`config.mk`:
```
export PLATFORM = sky130hd
export DESIGN_NAME = vga_capture
export DESIGN_NICKNAME = d
export VERILOG_FILES = /design/src/rtl/vga_capture.sv
export SDC_FILE = /design/constraint.sdc
export NUM_CORES = 1
export LEC_CHECK = 0
export ABC_AREA = 1
export CAP_MARGIN = 10
export CORE_MARGIN = 2
export CORE_UTILIZATION = 58
export CTS_CLUSTER_DIAMETER = 100
export DETAILED_ROUTE_END_ITERATION = 16
export PLACE_DENSITY = 0.83
export RECOVER_POWER = 100
export SYNTH_ARGS = -nofsm -noshare
export SYNTH_HDL_FRONTEND = slang
export SYNTH_SLANG_ARGS = --single-unit
```
`constraint.sdc`:
```
create_clock -name clk_i -period 4 [get_ports clk_i]
set_clock_uncertainty 0.05 [all_clocks]
set_input_delay 0.8 -clock clk_i [delete_from_list [all_inputs] [get_ports clk_i]]
set_output_delay 0.8 -clock clk_i [all_outputs]
set_load 0.01 [all_outputs]
```
`src/rtl/vga_capture.sv`:
```
// vga_capture: recovers 640x480@60 pixel/line position from VGA sync edges and writes a 4x-decimated image to a framebuffer.
// Latency: pixel on the input pins at cycle N appears on we_o/waddr_o/wdata_o at cycle N+2.
// Backpressure: none; we_o is high at most one cycle in four and the RAM must accept every write.
// Optional feature VGA_CAPTURE_CHECKSUM_EN: per-frame 16-bit sum of written pixels on frame_sum_o (tied to 0 otherwise).
module vga_capture #(
   parameter int H_ACTIVE = 640,
   parameter int H_FP     = 16,
   parameter int H_SYNC   = 96,
   parameter int H_BP     = 48,
   parameter int V_ACTIVE = 480,
   parameter int V_FP     = 10,
   parameter int V_SYNC   = 2,
   parameter int V_BP     = 33
) (
   input  logic        clk_i,
   input  logic        rst_ni,
   input  logic [3:0]  vga_red_i,
   input  logic [3:0]  vga_green_i,
   input  logic [3:0]  vga_blue_i,
   input  logic        vga_hsync_i,
   input  logic        vga_vsync_i,
   output logic        we_o,
   output logic [14:0] waddr_o,
   output logic [11:0] wdata_o,
   output logic        locked_o,
   output logic        frame_done_o,
   output logic [15:0] frame_sum_o
);

   localparam int H_TOTAL = H_ACTIVE + H_FP + H_SYNC + H_BP;
   localparam int V_TOTAL = V_ACTIVE + V_FP + V_SYNC + V_BP;

   // Sync anchors: first hsync-low sample and first vsync-low line (at x=0)
   localparam logic [9:0]  H_ANCHOR  = 10'(H_ACTIVE + H_FP);
   localparam logic [9:0]  V_ANCHOR  = 10'(V_ACTIVE + V_FP);
   localparam logic [9:0]  H_LAST    = 10'(H_TOTAL - 1);
   localparam logic [9:0]  V_LAST    = 10'(V_TOTAL - 1);
   localparam logic [9:0]  H_ACT     = 10'(H_ACTIVE);
   localparam logic [9:0]  V_ACT     = 10'(V_ACTIVE);
   localparam logic [14:0] LINE_W    = 15'(H_ACTIVE / 4);
   localparam logic [14:0] LAST_ADDR = 15'((H_ACTIVE / 4) * (V_ACTIVE / 4) - 1);

   typedef enum logic [1:0] {
      ST_SEARCH = 2'd0,
      ST_ALIGN  = 2'd1,
      ST_LOCKED = 2'd2
   } state_t;

   state_t      state;
   state_t      state_nxt;
   logic        mismatch;
   logic        mismatch_nxt;

   logic [11:0] pix_s1;
   logic        hs_s1;
   logic        vs_s1;
   logic        hs_prev;
   logic        vs_prev;
   logic        hs_fall;
   logic        vs_fall;
   logic        hs_bad;
   logic        vs_bad;

   logic [9:0]  h_cnt;
   logic [9:0]  v_cnt;

   logic        wr_c;
   logic [14:0] addr_c;
   logic [14:0] row_base;
   logic        done_c;

   // Register the raw VGA inputs; keep the previous sync sample for falling-edge detection
   always_ff @(posedge clk_i or negedge rst_ni) begin
      if (!rst_ni) begin
         pix_s1  <= '0;
         hs_s1   <= 1'b1;
         vs_s1   <= 1'b1;
         hs_prev <= 1'b1;
         vs_prev <= 1'b1;
      end else begin
         pix_s1  <= {vga_red_i, vga_green_i, vga_blue_i};
         hs_s1   <= vga_hsync_i;
         vs_s1   <= vga_vsync_i;
         hs_prev <= hs_s1;
         vs_prev <= vs_s1;
      end
   end

   assign hs_fall = hs_prev & ~hs_s1;
   assign vs_fall = vs_prev & ~vs_s1;

   // A sync edge disagrees with the predicted position; coincident edges can never be valid timing
   assign hs_bad = hs_fall && (vs_fall || (h_cnt != H_ANCHOR));
   assign vs_bad = vs_fall && (hs_fall || (v_cnt != V_ANCHOR));

   // Position counters describe the S1 sample; every sync fall re-anchors them, which is a no-op when aligned
   always_ff @(posedge clk_i or negedge rst_ni) begin
      if (!rst_ni) begin
         h_cnt <= '0;
         v_cnt <= '0;
      end else if (vs_fall && hs_fall) begin
         h_cnt <= H_ANCHOR + 10'd1;
         v_cnt <= V_ANCHOR;
      end else if (vs_fall) begin
         h_cnt <= 10'd1;
         v_cnt <= V_ANCHOR;
      end else if (hs_fall) begin
         h_cnt <= H_ANCHOR + 10'd1;
      end else if (h_cnt == H_LAST) begin
         h_cnt <= '0;
         v_cnt <= (v_cnt == V_LAST) ? 10'd0 : v_cnt + 10'd1;
      end else begin
         h_cnt <= h_cnt + 10'd1;
      end
   end

   // Lock state register and per-frame mismatch flag
   always_ff @(posedge clk_i or negedge rst_ni) begin
      if (!rst_ni) begin
         state    <= ST_SEARCH;
         mismatch <= 1'b0;
      end else begin
         state    <= state_nxt;
         mismatch <= mismatch_nxt;
      end
   end

   // Lock qualification: a full frame between two vsync falls must see only expected sync edges
   always_comb begin
      state_nxt    = state;
      mismatch_nxt = mismatch;
      case (state)
         ST_SEARCH: begin
            if (vs_fall) begin
               state_nxt    = ST_ALIGN;
               mismatch_nxt = hs_fall;
            end
         end
         ST_ALIGN: begin
            if (vs_fall) begin
               if (!vs_bad && !mismatch) begin
                  state_nxt = ST_LOCKED;
               end
               mismatch_nxt = hs_fall;
            end else if (hs_bad) begin
               mismatch_nxt = 1'b1;
            end
         end
         ST_LOCKED: begin
            if (hs_bad || vs_bad) begin
               state_nxt = ST_SEARCH;
            end
         end
         default: begin
            state_nxt    = ST_SEARCH;
            mismatch_nxt = 1'b0;
         end
      endcase
   end

   // Write decision for the S1 sample; an offending edge in this sample already suppresses it
   always_comb begin
      wr_c     = 1'b0;
      row_base = {8'd0, v_cnt[8:2]} * LINE_W;
      addr_c   = row_base + {7'd0, h_cnt[9:2]};
      if ((state == ST_LOCKED) && !hs_bad && !vs_bad &&
          (h_cnt < H_ACT) && (v_cnt < V_ACT) &&
          (h_cnt[1:0] == 2'b00) && (v_cnt[1:0] == 2'b00)) begin
         wr_c = 1'b1;
      end
   end

   // Framebuffer write port register; address and data hold between writes
   always_ff @(posedge clk_i or negedge rst_ni) begin
      if (!rst_ni) begin
         we_o    <= 1'b0;
         waddr_o <= '0;
         wdata_o <= '0;
      end else begin
         we_o <= wr_c;
         if (wr_c) begin
            waddr_o <= addr_c;
            wdata_o <= pix_s1;
         end
      end
   end

   // Frame completes when the last address was just written and lock survives into the next cycle
   assign done_c = we_o && (waddr_o == LAST_ADDR) && (state_nxt == ST_LOCKED);

   // One-cycle frame completion pulse
   always_ff @(posedge clk_i or negedge rst_ni) begin
      if (!rst_ni) begin
         frame_done_o <= 1'b0;
      end else begin
         frame_done_o <= done_c;
      end
   end

   assign locked_o = (state == ST_LOCKED);

`ifdef VGA_CAPTURE_CHECKSUM_EN
   logic [15:0] sum_acc;

   // Accumulate every written pixel; the first write of a frame (address 0) restarts the sum
   always_ff @(posedge clk_i or negedge rst_ni) begin
      if (!rst_ni) begin
         sum_acc <= '0;
      end else if (wr_c) begin
         sum_acc <= ((addr_c == 15'd0) ? 16'd0 : sum_acc) + {4'd0, pix_s1};
      end
   end

   // Publish the completed sum in the same cycle as frame_done_o
   always_ff @(posedge clk_i or negedge rst_ni) begin
      if (!rst_ni) begin
         frame_sum_o <= '0;
      end else if (done_c) begin
         frame_sum_o <= sum_acc;
      end
   end
`else
   assign frame_sum_o = '0;
`endif

endmodule
```
=== Word-level counts from Yosys, hierarchy flattened ===
Index checks and enable logic that the tools add are counted.

* Bits in writable memories: 0
* Input port bits: 16
* Register bits after elaboration: 68
* Bits in latches: 0
* Bits in read-only memories: 0
* Memories kept: 0

* Magnitude comparators: 2
* Multiplexer cells: 19
* $mul: 1
* Divide/modulo/power cells: 0
* Shift-type cells: 0
* Bitwise logic cells: 5
* Add/subtract/negate cells: 3
* Reductions and logical operators: 24
* Equal/unequal tests: 11

{| class="wikitable"
|+ Operators by type and width
! cell !! number
|-
| two-way mux 10 bit || 9
|-
| adder 10 x 1 -> 10 bit (second input constant) || 2
|-
| equality test 10 bit (second input constant) || 2
|-
| adder 15 x 8 -> 15 bit || 1
|-
| equality test 15 bit (second input constant) || 1
|-
| logical AND 1 bit || 12
|-
| less-than comparator 10 bit (second input constant) || 1
|-
| less-than comparator 10 x 9 -> 1 bit (second input constant) || 1
|-
| multiplier 7 x 3 -> 10 bit (second input constant) || 1
|-
| inequality test 10 bit (second input constant) || 1
|-
| inequality test 10 x 9 -> 1 bit (second input constant) || 1
|-
| two-way mux 2 bit || 4
|-
| zero test 2 bit || 3
|-
| case mux 2 bit (3 select lines) || 1
|-
| equality test 2 bit (second input constant) || 2
|-
| two-way mux 1 bit || 4
|-
| zero test 1 bit || 3
|-
| logical OR 1 bit || 3
|-
| inequality test 3 x 1 -> 1 bit (second input constant) || 1
|-
| inequality test 3 bit (second input constant) || 1
|-
| inverter 1 bit || 3
|-
| case mux 1 bit (3 select lines) || 1
|-
| AND reduction 3 bit || 1
|-
| nonzero test 3 bit || 1
|-
| other kinds (4) || 5
|}

=== Depth between registers and ports, before layout ===
* Depth after elaboration: 12
* Depth in mapped cells: 13
* Depth with buffers taken out: 13

=== Worst setup path before layout ===
OpenSTA, ideal clock, no wires.

* Path type: register -> register
* From: register v_cnt[3]
* To: register waddr_o[12]
* Setup slack: 1755 ps
* Buffers on the path: 0
* Arrival time: 2078 ps
* Setup time: 117 ps
* Stages on the path, launching flop included: 13
* Data required time: 3833 ps
* Path through: dfrtp_1 ha_1 ha_1 fa_1 nand2_1 nor2_1 nand2_1 nand2_1 nand3_1 nor2_1 inv_1 nand3_1 nand2_1

* Word-level cells in the longest chain between the ends: 10
* Elaborated cells on any way between the ends: 13

{| class="wikitable"
|+ Ends and longest elaborated chain
! item !! RTL line !! source
|-
| from (decl) || 65 || <nowiki>logic [9:0] v_cnt;</nowiki>
|-
| from (signal assigned) || 111 || <nowiki>v_cnt <= (v_cnt == V_LAST) ? 10'd0 : v_cnt + 10'd1;</nowiki>
|-
| branches (longest 10 deep; another with adder 15 x 8 -> 15 bit) || n/a ||
|-
| to (signal assigned) || 182 || <nowiki>waddr_o <= addr_c;</nowiki>
|-
| to (decl) || 23 || <nowiki>output logic [14:0] waddr_o,</nowiki>
|}

Parallel ways; which one is timed is not known.
A chain may end at the register's enable or synchronous reset.

=== Worst setup path in the final report ===
* From: register vs_s1
* To: register waddr_o[12]

* Word-level cells in the longest chain between the ends: 12
* Elaborated cells on any way between the ends: 14

{| class="wikitable"
|+ Ends and longest elaborated chain
! item !! RTL line !! source
|-
| from (decl) || 56 || <nowiki>logic vs_s1;</nowiki>
|-
| from (signal assigned) || 83 || <nowiki>vs_s1 <= vga_vsync_i;</nowiki>
|-
| inverter 1 bit * || 90 || <nowiki>assign vs_fall = vs_prev & ~vs_s1;</nowiki>
|-
| AND 1 bit * || 90 ||
|-
| logical OR 1 bit || 93 || <nowiki>assign hs_bad = hs_fall && (vs_fall || (h_cnt != H_ANCHOR));</nowiki>
|-
| logical AND 1 bit || 93 ||
|-
| zero test 1 bit || 166 || <nowiki>if ((state == ST_LOCKED) && !hs_bad && !vs_bad &&</nowiki>
|-
| logical AND 1 bit || 166 ||
|-
| logical AND 1 bit * (2 in series) || 166 ||
|-
| logical AND 1 bit * (2 in series) || 167 || <nowiki>(h_cnt < H_ACT) && (v_cnt < V_ACT) &&</nowiki>
|-
| logical AND 1 bit * || 168 || <nowiki>(h_cnt[1:0] == 2'b00) && (v_cnt[1:0] == 2'b00)) begin</nowiki>
|-
| two-way mux 1 bit * || 166 ||
|}

Mark *: on every way between the ends. The rest lies on a longest branch, timed or not.

==> flow_summary.json <==
{
  "status": "completed",
  "clk_pin_slew_ps": 80,
  "cts_hold_buf": 0,
  "vdd_ir_drop_max_mv": 0.235,
  "die_area_um2": 7100,
  "maxCapViolCount": 0,
  "cts_tree": "done",
  "core_um2": 6280,
  "cts_max_level": 3,
  "die_h_um": 84.3,
  "yosysUniqueCellTypes": 36,
  "setup_tns_ps": 0,
  "synth_edf_count": 0,
  "path_delay_family": "simple AND/OR/NAND/NOR gates",
  "crit_path_start": "vs_s1",
  "place_hpwl_um": 5610,
  "cp_max_fo": 19,
  "io-pin-count": 62,
  "drt-total-wl_um": 7620,
  "timing_worst_setup_path_type": "reg -> reg",
  "cts_buffers": 9,
  "cts_setup_buffers": 0,
  "drive_gt1_share_pct": 6.68,
  "design_area_um2": 4280,
  "antenna_found_initial": 0,
  "gr-total-overflow": 0,
  "vias": 2971,
  "hp-class": "reg -> reg",
  "grt_pass1_wl_um": 13200,
  "yosysWarnings": 0,
  "worstReg2RegStart": "vs_s1",
  "drc_errors": 0,
  "slew_violations": 0,
  "setup-violations-final": 0,
  "power_leakage_nw": 2.24,
  "endpoint_kind": "flip-flop",
  "ys_seq_area_share_pct": 45.7,
  "nets": 525,
  "setup.worst_path.start_class": "flip-flop",
  "slew_headroom_pct": 5.04,
  "crit_top_cell": "nor2_1",
  "period_share_pct": 72.7,
  "hp-start": "vs_s1",
  "worst_pin_slew_ps": 1420,
  "path_cells": "nor2_1, clkbuf_1, nor2_1, nand3b_1, nand2_1, nand3_1, nor2_1, nand3_1, nand2_1",
  "p_clk_share_pct": 38.8,
  "power_switching_share_pct": 27.9,
  "antennaDiodeCount": 0,
  "drtIter0Drc": 189,
  "internal_power_mw": 1.09,
  "holdWs_ps": 325,
  "row_count": 29,
  "crit_buf_inv": 1,
  "cpPeakStageDelay_ps": 1080,
  "combPwrFrac_pct": 12.3,
  "synth-main-ff-cell": "dfrtp_1",
  "first_global_vias": 2811,
  "place_area_um2": 4150,
  "clock_path_buffers": 2,
  "track_usage_pct": 23.4,
  "area_growth_pct": 14.7,
  "required_ps": 4240,
  "first_pass_iters": 5,
  "post-route-min-period_ps": 2910,
  "wl_per_cell_um": 13.3,
  "arrival_ps": 3140,
  "rsz0062_at_grt": "no",
  "insertion_delay_ps": 350,
  "syn-cell-area_um2": 3740,
  "power_density_nw_per_um2": 354,
  "fp.dieW_um": 84.3,
  "cts_resized": 0,
  "cts_sinks": 68,
  "grt_max_degree": 37,
  "root_buffer": "clkbuf_8",
  "switchingPower_uw": 424,
  "syn_area_per_cell_um2": 8.49,
  "ant_nets": 0,
  "seqPwrFrac_pct": 48.9,
  "crit_slowest_cell": "nor2_1",
  "start_util_pct": 59.5,
  "numPortBuffers": 45,
  "synthArstFlopShare_pct": 100,
  "viasPerCell": 5.20,
  "finalHoldViolations": 0,
  "place.gp.congestion": 0.881,
  "ys_ff_latch": 68,
  "syn_inst": 440,
  "fmax_ghz": 0.344
}
[metrics by stage]
stage / utilization (%) / instances / worst slack (ps) / power, mW
detailed placement: 66.1 / 555 / 1590 / 0.949
global route: 68.2 / 571 / 832 / 1.59
CTS: 69.4 / 571 / 1310 / 1.53
global placement: 66.1 / 555 / 1670 / 0.940
floorplan: - / 455 / 1750 / 0.896
finish: 68.2 / 571 / 1090 / 1.52
[cell families after synthesis]
kind of cell,Yosys count,synth area share [%]
compound gates,40,6.50
flops,68,45.7
fa+ha+maj,20,7.10
simple gates,225,27.3
buf+inv,74,10.5
other cells,1,0.100
xor+xnor,12,2.81
[cells in the final DEF (no fill, tap or decap), drive strengths merged]
master / synthesis / routed
a21oi: 8 / 8
dfrtp: 64 / 64
clkbuf: 0 / 14
nor4: 2 / 2
clkinv: 0 / 3
o211ai: 1 / 1
conb: 1 / 16
ha: 18 / 18
nand3b: 1 / 1
xnor2: 2 / 2
nand2: 139 / 139
nor2: 27 / 27
nand3: 32 / 32
nand4: 13 / 13
o21ai: 28 / 28
a31oi: 1 / 1
inv: 49 / 51
nor3b: 2 / 2
or2: 2 / 2
fa: 2 / 2
o21bai: 2 / 2
xor2: 10 / 10
dfstp: 4 / 4
dlygate4sd3: 0 / 44
nor3: 7 / 7
bufinv: 0 / 1
[worst register-to-register path, stage by stage (launching register included)]
cell and delay [ps]:
dfstp_1 530, nor2_1 50, clkbuf_1 290, nor2_1 180, nand3b_1 90, nand2_1 150, nand3_1 130, nor2_1 1080
nand3_1 170, nand2_1 120
[metal layers]
layer / vias to the layer above / part of all wire [%] / global-route usage, % / wire, µm
li1: 1482 / - / - / -
met1: 1380 / 43 / 30.0 / 3260
met2: 94 / 50 / 38.7 / 3800
met3: 15 / 5.1 / 5.51 / 388
met4: 0 / 2.2 / 8.50 / 165
met5: - / 0 / 0 / 0
[power by group through the flow]
stage / sequential (mW) / clock (mW) / combinational [mW]
finish: 0.742 / 0.588 / 0.187
global route: 0.746 / 0.625 / 0.218
CTS: 0.743 / 0.597 / 0.195
detailed placement: 0.756 / 0 / 0.193
global placement: 0.754 / 0 / 0.185
floorplan: 0.748 / 0 / 0.148
[cell type report]
| type | instances | area (µm²) |
|---|---|---|
| multi-input cells | 313 | 1630 |
| well taps | 77 | 96.3 |
| flip-flops and latches | 68 | 1710 |
| inverters | 49 | 184 |
| repair buffers | 48 | 455 |
| fillers | 503 | 1990 |
| clock buffers | 10 | 138 |
| clock inverters | 6 | 70.1 |
[worst paths after layout]
path                                to  slack, ps  cells past startpoint
max                        waddr_o[12]       1090                      9
min                            vs_prev        320                      0
max reg2reg                waddr_o[12]       1090                      9
min reg2reg                    vs_prev        320                      0
max in group asynchronous     h_cnt[9]       1510                      2
min in group asynchronous   wdata_o[7]        550                      1
[synthesized netlist by cell type (2+ instances only)]
master | number | area share, %
o21bai_1 | 2 | 0.40
o21ai_2 | 9 | 2.1
nand2_2 | 3 | 0.50
nand3_1 | 30 | 4.0
nor2_2 | 3 | 0.50
xor2_1 | 10 | 2.3
inv_1 | 46 | 4.6
nor3b_1 | 2 | 0.40
a21oi_1 | 8 | 1.1
nor3_1 | 7 | 0.94
inv_2 | 3 | 0.30
buf_6 | 4 | 1.2
xnor2_1 | 2 | 0.47
buf_4 | 18 | 3.6
ha_1 | 18 | 6.0
fa_1 | 2 | 1.1
nor2_1 | 23 | 2.3
or2_2 | 2 | 0.33
nand2_1 | 135 | 14
o21ai_0 | 18 | 2.4
nor4_1 | 2 | 0.33
dfrtp_1 | 64 | 43
dfstp_2 | 4 | 2.8
buf_2 | 2 | 0.27
nand4_1 | 12 | 2.0
[flip-flops by register name, indices dropped and copies added, names as in the netlist]
signal and cells:
frame_done_o 1, h_cnt 10, hs_prev 1, hs_s1 1
mismatch 1, pix_s1 12, state 2, v_cnt 10
vs_prev 1, vs_s1 1, waddr_o 15, wdata_o 12
we_o 1
Power figures use the tool's default switching activity.
